<file path="config.mk">
export PLATFORM = sky130hd
export DESIGN_NAME = corevx_tlb
export DESIGN_NICKNAME = d
export VERILOG_FILES = /design/src/rtl/corevx_tlb_pkg.sv /design/src/rtl/corevx_tlb_perm_check.sv /design/src/rtl/corevx_tlb.sv
export SDC_FILE = /design/constraint.sdc
export NUM_CORES = 1
export LEC_CHECK = 0
export CORE_MARGIN = 1.5
export CORE_UTILIZATION = 55
export CTS_CLUSTER_SIZE = 30
export DETAILED_ROUTE_END_ITERATION = 10
export DONT_BUFFER_PORTS = 1
export GPL_ROUTABILITY_DRIVEN = 0
export HOLD_SLACK_MARGIN = 0.03
export PLACE_DENSITY = 0.7
export SLEW_MARGIN = 20
export SYNTH_ARGS = -nofsm -noshare
export SYNTH_HDL_FRONTEND = slang
export SYNTH_SLANG_ARGS = --single-unit
</file>
<file path="constraint.sdc">
create_clock -name clk -period 8.7 [get_ports clk]
set_input_delay 1.74 -clock clk [delete_from_list [all_inputs] [get_ports clk]]
set_output_delay 1.74 -clock clk [all_outputs]
set_load 0.01 [all_outputs]
</file>
<file path="src/rtl/corevx_tlb_pkg.sv">
// corevx_tlb_pkg: shared encodings for the corevx TLB.
// Holds request command codes, PTE access-bit positions and FSM state type.
package corevx_tlb_pkg;

    // req_cmd encodings (2'b00 is reserved and handled as a read)
    localparam logic [1:0] CMD_READ  = 2'b01;
    localparam logic [1:0] CMD_WRITE = 2'b10;
    localparam logic [1:0] CMD_EXEC  = 2'b11;

    // PTE access bit positions within bits[7:0]
    localparam int AB_V = 0;
    localparam int AB_R = 1;
    localparam int AB_W = 2;
    localparam int AB_X = 3;
    localparam int AB_U = 4;
    localparam int AB_G = 5;
    localparam int AB_A = 6;
    localparam int AB_D = 7;

    typedef enum logic [1:0] {
        ST_IDLE        = 2'd0,
        ST_LOOKUP      = 2'd1,
        ST_REFILL_REQ  = 2'd2,
        ST_REFILL_WAIT = 2'd3
    } tlb_state_e;

endpackage

</file>
<file path="src/rtl/corevx_tlb_perm_check.sv">
// corevx_tlb_perm_check: combinational Sv32 permission check.
// Shared by the hit path and the refill path of corevx_tlb.
module corevx_tlb_perm_check
    import corevx_tlb_pkg::*;
(
    input  logic [1:0] cmd,
    input  logic       user,
    input  logic       perm_r,
    input  logic       perm_w,
    input  logic       perm_x,
    input  logic       perm_u,
    input  logic       perm_a,
    input  logic       perm_d,
    output logic       pagefault
);

    logic is_write;
    logic is_exec;
    logic is_read;

    // Reserved command 00 falls through to the read check.
    always_comb begin
        is_write  = (cmd == CMD_WRITE);
        is_exec   = (cmd == CMD_EXEC);
        is_read   = !is_write && !is_exec;
        pagefault = (is_read  && !perm_r)
                 || (is_write && !(perm_w && perm_d))
                 || (is_exec  && !perm_x)
                 || !perm_a
                 || (user != perm_u);
    end

endmodule

</file>
<file path="src/rtl/corevx_tlb.sv">
// corevx_tlb: direct-mapped Sv32 TLB with PTW refill controller.
// Optional feature macro: COREVX_TLB_STATS_EN adds stat_hits/stat_misses counters.
//
// state          | meaning
// ST_IDLE        | ready for a request (blocked while flush is high)
// ST_LOOKUP      | compare latched VPN against the indexed entry
// ST_REFILL_REQ  | holding PTW resolve request until ack
// ST_REFILL_WAIT | waiting for PTW done; respond and possibly install
module corevx_tlb
    import corevx_tlb_pkg::*;
#(
    parameter int ENTRIES_W = 4
) (
    input  logic        clk,
    input  logic        rst,
    input  logic        req_valid,
    input  logic [19:0] req_vpn,
    input  logic [1:0]  req_cmd,
    input  logic        req_user,
    output logic        req_ready,
    output logic        resp_valid,
    output logic [21:0] resp_ppn,
    output logic [7:0]  resp_access_bits,
    output logic        resp_pagefault,
    output logic        resp_accessfault,
    input  logic        satp_mode,
    input  logic        flush,
    output logic        ptw_resolve_request,
    input  logic        ptw_resolve_ack,
    output logic [19:0] ptw_virtual_address,
    input  logic        ptw_resolve_done,
    input  logic        ptw_resolve_pagefault,
    input  logic        ptw_resolve_accessfault,
    input  logic [7:0]  ptw_resolve_access_bits,
    input  logic [21:0] ptw_resolve_physical_address
`ifdef COREVX_TLB_STATS_EN
    ,
    output logic [31:0] stat_hits,
    output logic [31:0] stat_misses
`endif
);

    localparam int ENTRIES = 1 << ENTRIES_W;
    localparam int TAG_W   = 20 - ENTRIES_W;

    tlb_state_e            state;
    logic [19:0]           cur_vpn;
    logic [1:0]            cur_cmd;
    logic                  cur_user;
    logic                  flush_seen;
    logic [21:0]           last_ppn;
    logic [7:0]            last_bits;

    logic [ENTRIES-1:0]    valid;
    logic [TAG_W-1:0]      tag_mem  [ENTRIES];
    logic [21:0]           ppn_mem  [ENTRIES];
    logic [7:0]            bits_mem [ENTRIES];

    logic [ENTRIES_W-1:0]  idx;
    logic                  hit;
    logic                  fill;
    logic                  use_perm;
    logic                  ptw_pf;
    logic                  ptw_af;
    logic                  perm_pf;
    logic [21:0]           sel_ppn;
    logic [7:0]            sel_bits;

    assign idx                 = cur_vpn[ENTRIES_W-1:0];
    assign hit                 = valid[idx] && (tag_mem[idx] == cur_vpn[19:ENTRIES_W]);
    assign req_ready           = (state == ST_IDLE) && !flush;
    assign ptw_resolve_request = (state == ST_REFILL_REQ);
    assign ptw_virtual_address = cur_vpn;
    assign resp_ppn            = sel_ppn;
    assign resp_access_bits    = sel_bits;
    assign resp_accessfault    = ptw_af;
    assign resp_pagefault      = !ptw_af && (ptw_pf || (use_perm && perm_pf));

    // Response selection; outside a response the last delivered values are held.
    always_comb begin
        resp_valid = 1'b0;
        sel_ppn    = last_ppn;
        sel_bits   = last_bits;
        use_perm   = 1'b0;
        ptw_pf     = 1'b0;
        ptw_af     = 1'b0;
        fill       = 1'b0;
        case (state)
            ST_LOOKUP: begin
                if (!satp_mode) begin
                    resp_valid = 1'b1;
                    sel_ppn    = {2'b00, cur_vpn};
                    sel_bits   = 8'hFF;
                end else if (hit) begin
                    resp_valid = 1'b1;
                    sel_ppn    = ppn_mem[idx];
                    sel_bits   = bits_mem[idx];
                    use_perm   = 1'b1;
                end
            end
            ST_REFILL_WAIT: begin
                if (ptw_resolve_done) begin
                    resp_valid = 1'b1;
                    sel_ppn    = ptw_resolve_physical_address;
                    sel_bits   = ptw_resolve_access_bits;
                    if (ptw_resolve_accessfault) begin
                        ptw_af = 1'b1;
                    end else if (ptw_resolve_pagefault) begin
                        ptw_pf = 1'b1;
                    end else begin
                        use_perm = 1'b1;
                        fill     = !flush && !flush_seen;
                    end
                end
            end
            default: ;
        endcase
    end

    corevx_tlb_perm_check u_perm_check (
        .cmd       (cur_cmd),
        .user      (cur_user),
        .perm_r    (sel_bits[AB_R]),
        .perm_w    (sel_bits[AB_W]),
        .perm_x    (sel_bits[AB_X]),
        .perm_u    (sel_bits[AB_U]),
        .perm_a    (sel_bits[AB_A]),
        .perm_d    (sel_bits[AB_D]),
        .pagefault (perm_pf)
    );

    // Request/refill FSM with latched request and held response data.
    always_ff @(posedge clk) begin
        if (rst) begin
            state      <= ST_IDLE;
            cur_vpn    <= '0;
            cur_cmd    <= '0;
            cur_user   <= 1'b0;
            flush_seen <= 1'b0;
            last_ppn   <= '0;
            last_bits  <= '0;
        end else begin
            if (resp_valid) begin
                last_ppn  <= sel_ppn;
                last_bits <= sel_bits;
            end
            case (state)
                ST_IDLE: begin
                    if (req_valid && req_ready) begin
                        cur_vpn    <= req_vpn;
                        cur_cmd    <= req_cmd;
                        cur_user   <= req_user;
                        flush_seen <= 1'b0;
                        state      <= ST_LOOKUP;
                    end
                end
                ST_LOOKUP: begin
                    if (!satp_mode || hit) state <= ST_IDLE;
                    else                   state <= ST_REFILL_REQ;
                end
                ST_REFILL_REQ: begin
                    if (flush) flush_seen <= 1'b1;
                    if (ptw_resolve_ack) state <= ST_REFILL_WAIT;
                end
                ST_REFILL_WAIT: begin
                    if (flush) flush_seen <= 1'b1;
                    if (ptw_resolve_done) state <= ST_IDLE;
                end
                default: state <= ST_IDLE;
            endcase
        end
    end

    // Valid bits: flush clears everything and wins over a same-cycle install.
    always_ff @(posedge clk) begin
        if (rst)        valid      <= '0;
        else if (flush) valid      <= '0;
        else if (fill)  valid[idx] <= 1'b1;
    end

    // Entry payload storage, written only on a clean refill.
    always_ff @(posedge clk) begin
        if (fill) begin
            tag_mem[idx]  <= cur_vpn[19:ENTRIES_W];
            ppn_mem[idx]  <= ptw_resolve_physical_address;
            bits_mem[idx] <= ptw_resolve_access_bits;
        end
    end

`ifdef COREVX_TLB_STATS_EN
    // Hit/miss counters for translated lookups only; flush leaves them alone.
    always_ff @(posedge clk) begin
        if (rst) begin
            stat_hits   <= '0;
            stat_misses <= '0;
        end else if (state == ST_LOOKUP && satp_mode) begin
            if (hit) stat_hits   <= stat_hits + 32'd1;
            else     stat_misses <= stat_misses + 32'd1;
        end
    end
`endif

endmodule

</file>
==> run summary <==
The run finished with clean final reports. Per report_power, the clock group accounts for 42.9% of the total. After clock tree synthesis, the repair step resized 0 gates. In the final layout, flip-flops and latches occupy 23600 µm². The total net switching power came out at 1.69 mW. Yosys mapped a number of flops with a built-in enable equal to 736. The leakage power figure was 11.3 nW; the total internal power was 6.43 mW. The prevailing post-synth register cell is edfxtp_1.

Data on the critical path is required at its endpoint by 6960 ps. The tools report the category of the worst setup path capture point as an output pin. The count of nets left with antenna violations once routing finished came out at 0. The root cell of the clock tree is clkbuf_16.

Of the total synthesized cell area, the portion taken by XOR and XNOR cells is 0.541%. The slew at the pin with the worst max-slew slack works out to 1140 ps. For the detailed-router iteration count before antenna repair, the log shows 5. The clock passes through at most 3 buffers. STA classifies the critical path startpoint as a flop.

Yosys printed 0 warnings. Summing the areas of all and, or, nand and nor instances in the mapped netlist gives 3.56% of the synthesized area. The tools report the arrival time at the worst endpoint as 5750 ps. In the routed layout, each cell is associated on average with a via count of 6.62.

The post-synthesis async set-or-reset flop share is 0%. The shortest clock period the worst path allows after layout is 7490 ps, and the fraction of the yosys area taken by sequential cells is 73.0%. The die is 246 µm tall. The number of clock buffers added by TritonCTS is 82. Counting flops and latches in the post-synthesis netlist gives 812.

The run gives 60300 µm² as the die area. The CTS sink count is 812, and the compound-cell area share of the yosys netlist is 3.90%. Dividing the final minimum period by the clock period gives 86.1%.

Switching power share of the total: 20.8%. For this block, the via count after detailed routing is 16600. In the synthesized netlist, mux cells make up 17.0% of the area.

The highest ir drop seen on vdd is 0.000188 V, and the least setup slack across all paths after layout is 1210 ps. Half-perimeter wire length of the detailed placement result: 44500 µm. TritonCTS built the clock tree. The tool flagged a number of max-cap violations equal to 0.

Of all nets on the critical path, the largest fanout is 59. The relative contribution of combinational cells to total power is 4.2%. In the final layout, the share of cells above drive strength 1 is 26.1%. The clock reaches the later pin of the worst-skew pair after 640 ps. The synthesized-area fraction occupied by adder cells works out to 0%.

Largest area contributor in the netlist: edfxtp_1. The top cell types in the final layout, fill and taps aside, are edfxtp_1, mux4_2, nand2_1. In the post-synthesis netlist, the biggest area contributors are edfxtp_1, mux4_2, dfxtp_1. The cell count after synthesis came out at 1650. After floorplanning, the core was divided into 88 placement rows. For this run, the share of the core covered by cells in the final layout is 62.1%. Signed area change from the synthesized netlist to the final layout: 11.2%. By startpoint and endpoint, the worst setup path is classified as reg2out. The initial antenna violation count was 1; the number of global-route vias before repair was 16700. Once placement finished, the instance area stood at 33300 µm². The number of filler cells placed in the layout is 4021, and the global-route total usage across every layer is 27.1%. The most common cell after layout, fill and taps aside was edfxtp_1.

Number of ports placed on the die boundary: 117. For this design, the CTS-stage hold fixing added 0 buffers. The post-synth net total was 1712; the setup-violating endpoint count in the final report was 0. Summed over all layers, the global routing overflow is 0. The tools report the core region area as 57900 µm². Classification of the worst-slack hold path: reg2reg.

After synthesis, the largest family of logic cells by area is multiplexers. The cell count of the worst reg-to-reg path is 12, and the number of endpoints with negative hold slack in the final report is 0. In this run the number of H-tree levels came out at 3.

Of the post-synthesis cell area, the dominant cell type holds 68.3%. Number of nets in the layout: 1738. The clock arrives with 27.2 ps of skew. The first global-routing pass estimated 116000 µm of wire.

In this run the tightest slew margin relative to its limit is 23.5%. The tools report the number of design rule violations left after detail routing as 0. In this run, distinct cell masters in the synthesized netlist total 71.

Input and output buffers added on the ports amount to 0. The cell area after synthesis came out at 32400 µm². The post-route setup TNS is 0 ps, and the chip width is 246 µm.

For the worst setup timing slack at the placement stage, the log shows 1870 ps. Startpoint of the tightest hold check path: valid[11]. The number of cells traversed by the worst hold path is 1. Entering global routing, the biggest net connects 60 pins. Setup repair after global routing left no endpoint under its margin. After routing the design area is 36000 µm². Clock-pin slew was measured on the worst setup and hold paths at 60 ps. In this run, the number of DRC markers left after iteration 0 of detailed routing was 2137.

Derived from the worst setup path, the maximum achievable clock frequency is 0.134 GHz. After detailed routing, the total wire length is 79600 µm. Once the clock tree was built, the setup fixing pass inserted 0 buffers.

The tools report the area used by multi-input combinational logic as 8220 µm². The number of max-slew violations in the final report was 0. Of the total power, registers draw 52.9%. The tools report the effective utilization at floorplan as 55.9%.

Power density over the cells: 226 nW/µm². Dividing the synthesized area by the synthesized cell count gives 19.6 µm². The repair_antennas step left the layout with diodes totalling 0. Average wire per cell in the routed design: 31.7 µm.
-- flip-flops by register name (all words and copies together) (netlist names), named ones only --
signal and flops:
tag_mem 256, last_bits 8, ppn_mem 352, flush_seen 1
bits_mem 128, cur_cmd 2, ptw_virtual_address 20, valid 16
cur_user 1, last_ppn 22, state 1
-- per-stage QoR --
stage / cells / hold slack [ps] / total power [mW]
final: 2510 / 466 / 8.12
after global routing: 2510 / 489 / 8.33
after CTS: 2509 / 467 / 8.16
after detailed placement: 2356 / 453 / 4.72
after global placement: 2354 / 443 / 4.71
after floorplan: 1650 / 435 / 4.63
-- power groups by stage --
| stage | Combinational, mW | Clock [mW] | Sequential [mW] |
|---|---|---|---|
| after global placement | 0.333 | 0 | 4.38 |
| after floorplan | 0.266 | 0 | 4.36 |
| after detailed placement | 0.337 | 0 | 4.38 |
| after global routing | 0.360 | 3.67 | 4.30 |
| final | 0.340 | 3.48 | 4.30 |
| after CTS | 0.339 | 3.52 | 4.30 |
-- Yosys cell counts (3+ instances only) --
library cell,n
a21oi_1,55
mux4_2,212
inv_1,13
xnor2_1,12
nor3b_1,4
edfxtp_1,736
nor2b_1,21
mux2i_1,61
nand3_1,10
buf_4,18
o221a_2,20
o21a_1,18
nand2_1,94
a211oi_1,3
o211ai_1,4
nand2b_1,8
nor3_1,9
mux2_2,11
and2_1,5
buf_6,9
dfxtp_1,76
a211o_1,3
o22ai_1,28
nand4_1,5
and3b_1,3
buf_1,9
nor2_1,46
and2b_1,10
xor2_1,8
and3_1,4
a41oi_1,4
clkbuf_1,49
buf_2,22
o21ai_0,13
-- worst paths after layout --
| check | slack, ps | to |
|---|---|---|
| worst max-delay path | 1210 | resp_pagefault |
| worst min register to register | 470 | valid[11] |
| worst min-delay path | 470 | valid[11] |
| worst max register to register | 3460 | last_ppn[8] |
-- routing by layer --
layer  global-route usage (%)  vias up  wire (µm)
met5                        0        -          0
met3                     7.09      130       7720
met2                     41.1      831      37200
li1                         -     6813          -
met1                     39.2     8839      32700
met4                     7.67        0       2020
-- area by class of cell --
| class | instances | share of cell area [%] |
|---|---|---|
| sequential | 812 | 65.7 |
| multi-input combinational | 715 | 22.8 |
| clock buffer | 118 | 6.56 |
| tap | 765 | 2.66 |
| timing repair buffer | 51 | 1.22 |
| clock inverter | 35 | 0.901 |
| inverter | 14 | 0.146 |
-- logic make-up after synthesis --
family          Yosys count
mux                     284
compound gates          176
flops                   812
simple gates            235
buf+inv                 123
xor+xnor                 20
-- worst max-delay path, stage by stage (launching register included) --
cell,delay [ps]
dfxtp_4,1030
buf_4,630
mux4_2,570
mux4_2,490
xnor2_1,180
nor3b_1,250
nand3_1,220
nor2_4,480
buf_4,420
o211ai_1,170
o311ai_2,110
a41oi_1,160
a41o_1,360
No activity file was read; power rests on OpenSTA's default activity.
